$ cat config.mk
export PLATFORM = sky130hd
export DESIGN_NAME = instr_mem_loader
export DESIGN_NICKNAME = d
export VERILOG_FILES = /design/src/rtl/instr_mem_loader.sv
export SDC_FILE = /design/constraint.sdc
export NUM_CORES = 1
export LEC_CHECK = 0
export CAP_MARGIN = 20
export CORE_MARGIN = 5
export CORE_UTILIZATION = 45
export CTS_CLUSTER_DIAMETER = 100
export DETAILED_ROUTE_END_ITERATION = 10
export GPL_TIMING_DRIVEN = 0
export PLACE_DENSITY = 0.7
export SKIP_LAST_GASP = 1
export SLEW_MARGIN = 20
export SYNTH_ARGS = -nofsm -noshare
export SYNTH_HDL_FRONTEND = slang
export SYNTH_SLANG_ARGS = --single-unit
export TNS_END_PERCENT = 10
$ cat constraint.sdc
create_clock -name Clk -period 6.65 [get_ports Clk]
set_input_delay 0.9975 -clock Clk [delete_from_list [all_inputs] [get_ports Clk]]
set_output_delay 0.9975 -clock Clk [all_outputs]
set_load 0.01 [all_outputs]
$ cat src/rtl/instr_mem_loader.sv
// instr_mem_loader: assembles a byte stream into 32-bit words and writes them to instruction memory
// Define LOADER_CHECKSUM_EN to add a trailing checksum byte (CHECK state) that sets error.
module instr_mem_loader #(
  parameter int IW = 4
) (
  input  logic          Clk,
  input  logic          Reset,
  input  logic          start,
  input  logic [7:0]    byte_in,
  input  logic          byte_valid,
  output logic          byte_ready,
  output logic          wr_en,
  output logic [IW-1:0] wr_addr,
  output logic [31:0]   wr_data,
  output logic          cpu_hold,
  output logic          done,
  output logic          error,
  output logic [IW:0]   word_count
);
`ifdef LOADER_CHECKSUM_EN
  typedef enum logic [2:0] {IDLE, LOAD, WRITE, CHECK, DONE} state_t;
  logic [7:0] acc;
`else
  typedef enum logic [2:0] {IDLE, LOAD, WRITE, DONE} state_t;
  assign error = 1'b0;
`endif
  state_t state;
  logic [IW-1:0] idx;
  logic [1:0] lane;
  logic [23:0] word;
  always_ff @(posedge Clk or posedge Reset) begin
    if (Reset) begin
      state <= IDLE;
      byte_ready <= 1'b0;
      wr_en <= 1'b0;
      cpu_hold <= 1'b0;
      done <= 1'b0;
      wr_addr <= '0;
      wr_data <= '0;
      word_count <= '0;
      idx <= '0;
      lane <= '0;
      word <= '0;
`ifdef LOADER_CHECKSUM_EN
      acc <= '0;
      error <= 1'b0;
`endif
    end else begin
      wr_en <= 1'b0;
      case (state)
        IDLE, DONE: if (start) begin
          state <= LOAD;
          idx <= '0;
          lane <= '0;
          word_count <= '0;
          byte_ready <= 1'b1;
          cpu_hold <= 1'b1;
          done <= 1'b0;
`ifdef LOADER_CHECKSUM_EN
          acc <= '0;
          error <= 1'b0;
`endif
        end
        LOAD: if (byte_valid) begin
          lane <= lane + 2'd1;
          word <= {word[15:0], byte_in};
`ifdef LOADER_CHECKSUM_EN
          acc <= acc + byte_in;
`endif
          // Fourth byte completes the word: latch it into the write port
          if (lane == 2'd3) begin
            state <= WRITE;
            wr_en <= 1'b1;
            wr_addr <= idx;
            wr_data <= {word, byte_in};
            byte_ready <= 1'b0;
          end
        end
        WRITE: begin
          word_count <= word_count + 1'b1;
          idx <= idx + 1'b1;
          if (idx != '1) begin
            state <= LOAD;
            byte_ready <= 1'b1;
          end else begin
`ifdef LOADER_CHECKSUM_EN
            state <= CHECK;
            byte_ready <= 1'b1;
`else
            state <= DONE;
            cpu_hold <= 1'b0;
            done <= 1'b1;
`endif
          end
        end
`ifdef LOADER_CHECKSUM_EN
        CHECK: if (byte_valid) begin
          state <= DONE;
          error <= (acc + byte_in) != 8'd0;
          byte_ready <= 1'b0;
          cpu_hold <= 1'b0;
          done <= 1'b1;
        end
`endif
        default: state <= IDLE;
      endcase
    end
  end
endmodule
==> summary.md <==
| Metric | Value |
|---|---|
| Max-cap violation count | 0 |
| Final standard cell count with taps included and fillers excluded | 392 |
| Port Buf Inserts | 55 |
| Half-perimeter wire length of the detailed placement result | 4.09 mm |
| Number of gates resized after CTS | 0 |
| Result of the run | finished, final reports clean |
| Boundary pin count | 58 |
| Die X | 93.8 um |
| Leak pwr | 1.79 nW |
| Combined area of all synthesized cells | around 0.0032 sq mm |
| Ant. Diodes | 0 |
| Critical-path cell list | clkdlybuf4s50_1 |
| Slew Limit Fails | 0 |
| Total number of placement rows | 30 |
| Syn Nets | 242 |
| Sort of element at the start of the critical path | flop |
| Slew at the pin closest to its max-slew limit | between 0.5 and 0.6 ns |
| Antenna violations before repair | 0 |
| Total Die Area | 0.00880 sq mm |
| Remaining antenna violation count after routing | 0 |
| Clock tree from TritonCTS | built |
| Worst hold endpoint | byte_ready |
| Reg2Reg Depth | 5 |
| Total detailed-routing wirelength | roughly 6 mm |
| Weighted congestion at the end of routability-driven global placement | around 0.76 |
| Crit. path cell count | 1 |
| Clock Skew | 0.00630 ns |
| Vias per cell | approximately 5.0 |
| Cell types with the largest area share after synthesis | dfrtp_1 (61%), mux2_2 (21%), ha_1 (2.0%), o21ai_0 (1.7%), nand2_1 (1.4%) |
| Crit Reg-Reg Endpoint | word[4] |
| Worst reg-to-reg setup slack | 4.90 ns |
| Via count of the first global-routing pass | 1924 |
| Endpoint arrival time on the critical path | 1.32 ns |
| Placement Cell Area | 0.00386 sq mm |
| Instance count after placement with tap cells included | 377 |
| Worst min path class | reg2reg |
| Post-layout nets | roughly 300 |
| Clock transition at the register clock pins on the worst setup and hold paths after CTS | 0.08 ns |
| Worst path bufs/invs | 1 |
| Worst relative slew slack | 0.638 |
| Die Ht | ~94 um |
| Slowest stage cell, crit path | clkdlybuf4s50_1 |
| Cell count after synthesis | 225 |
| Final setup TNS | 0 ns |
| Number of detailed-routing iterations run before antenna repair | 4 |
| Reg-to-Reg Start | state[0] |
| Most common library cell in the layout ignoring fill and taps | dfrtp_1 |
| Delay contributed by the slowest stage of the critical path | about 0.56 ns |
| All-layer global routing usage | 0.145 |
| Clk sink count | 77 |
| Maximum number of pins on one net before global-route repair | 46 |
| Delay-heaviest family, CP | buffers and inverters |
| Final critical path time including I/O delays and setup | roughly 2.3 ns |
| Post-CTS Setup Bufs | 0 |
| Power Total | 1.82 mW |
| Count of cells along the worst hold path | 1 |
| Post-route cell area | about 0.004 sq mm |
| Number of design-rule violations left by the first detailed-router iteration | 71 |
| Cell accounting for the most synthesized area | dfrtp_1 |
| CP max FO | 6 |
| Congestion Overflow GR | 0 |
| RSZ-0062 raised after global routing | false |
| Pwr/cell area | 449 mW/mm^2 |
| Bufs on Longest Clock Path | 2 |
| Vias after detailed routing | 1957 |
| Total number of yosys warnings | 0 |
| CP endpoint kind | output pin |
| Final setup viols | 0 |
| First-pass GRT wire length | 9.75 mm |
| Area added between synthesis and finish | 28.1% |
| Post-DR wirelength/cell | around 15 um |
| Effective utilization at floorplan | 0.463 |
| Final worst path period share | 0.348 |
| Max H-tree Level | 3 |
| Clock root buffer master | clkbuf_8 |
| Area inside the core boundary | 0.00683 sq mm |
| Synthesized area per cell | roughly 14 sq um |
| Flip-flop and latch count after synthesis | 77 |
| Fmax | 432 MHz |
| Most common flop cell mapped by yosys | dfrtp_1 |
| Count of endpoints failing hold in the final timing report | 0 |
| Worst Min Path Start | byte_ready |
| Total DRC errors in the routed layout | 0 |
| Hold bufs inserted after CTS | 0 |
| Commonest cells after routing, fill and taps aside | dfrtp_1 (77), mux2_2 (58), clkdlybuf4s50_1 (55) |
| Clock latency on the worst-skew pair | 0.34 ns |
| Final Core Density | 0.593 |
| Cts bufs inserted | 9 |
| Count of flip-flops with a built-in enable after synthesis | 0 |
| Crit Path Class | reg2out |
| Top-area cell type share of the netlist area | 0.610 |
| Number of fill cells in the layout | 564 |
| Number of distinct standard cells referenced by the synthesized netlist | 36 |
| Sequential share of the synthesized area | 0.610 |
| Share of layout cells above drive strength 1 | 0.301 |
| Critical Path RT | 5.65 ns |
| VDD IR-drop max | 188 uV |
| FFs w/ async S/R, synth | 1.00 |
final cells by class:
class                           count  area [sq um]  area share
Sequential cell                    77          1930       0.476
Multi-Input combinational cell    131          1140       0.282
Timing Repair Buffer               56           578       0.143
Clock buffer                        9           124      0.0306
Tap cell                           96           120      0.0297
Buffer                             11          71.3      0.0176
Clock inverter                      6          63.8      0.0158
Inverter                            6          25.0     0.00618
metal layers:
metal  GRT usage  share of wire  up-vias
met5           0              0        -
met4      0.0830          0.022        0
met3      0.0377          0.043        9
met2       0.217           0.47       39
met1       0.191           0.46      975
li1            -              -      934
sequential cells by signal, summed over array words and instances (netlist names), 2 cells and up:
signal      cells
idx             4
word           24
wr_data        32
word_count      5
lane            2
state           2
wr_addr         4
report_power, final:
part           total, mW  internal [mW]  switching [mW]
clock              0.342          0.171           0.171
combinational      0.705          0.424           0.281
sequential         0.771          0.664           0.107
total               1.82           1.26           0.559
worst max path at each step:
stage | start | endpoint
after CTS | word_count[2] | word_count[2]
after detailed placement | start | byte_ready
after global routing | word_count[0] | word_count[0]
after floorplan | Reset | byte_ready
after global placement | Reset | wr_data[31]
final | word_count[2] | word_count[2]
cell families (layout without fill, tap and decap cells):
kind of cell / count (synthesis) / in the layout / share of synthesized area
compound gates: 25 / 25 / 0.0507
fa+ha+maj: 5 / 5 / 0.0198
mux: 61 / 61 / 0.218
simple gates: 39 / 39 / 0.0709
buf+inv: 17 / 88 / 0.0297
other cells: 1 / 1 / 0.00119
flops: 77 / 77 / 0.610
per-stage QoR:
stage	worst slack, ns	hold WS, ns
global placement	2.41	0.464
CTS	4.32	0.488
floorplan	3.69	0.475
detailed placement	4.16	0.471
finish	4.33	0.483
global route	4.26	0.507
synthesized netlist by cell type (3+ instances only):
master    count
dfrtp_1      77
mux2_2       58
nand2_1      12
o21ai_0      11
nand3_1       7
buf_2         6
inv_1         6
ha_1          5
nor2b_1       4
nand2b_1      3
Power figures use the tool's default switching activity.
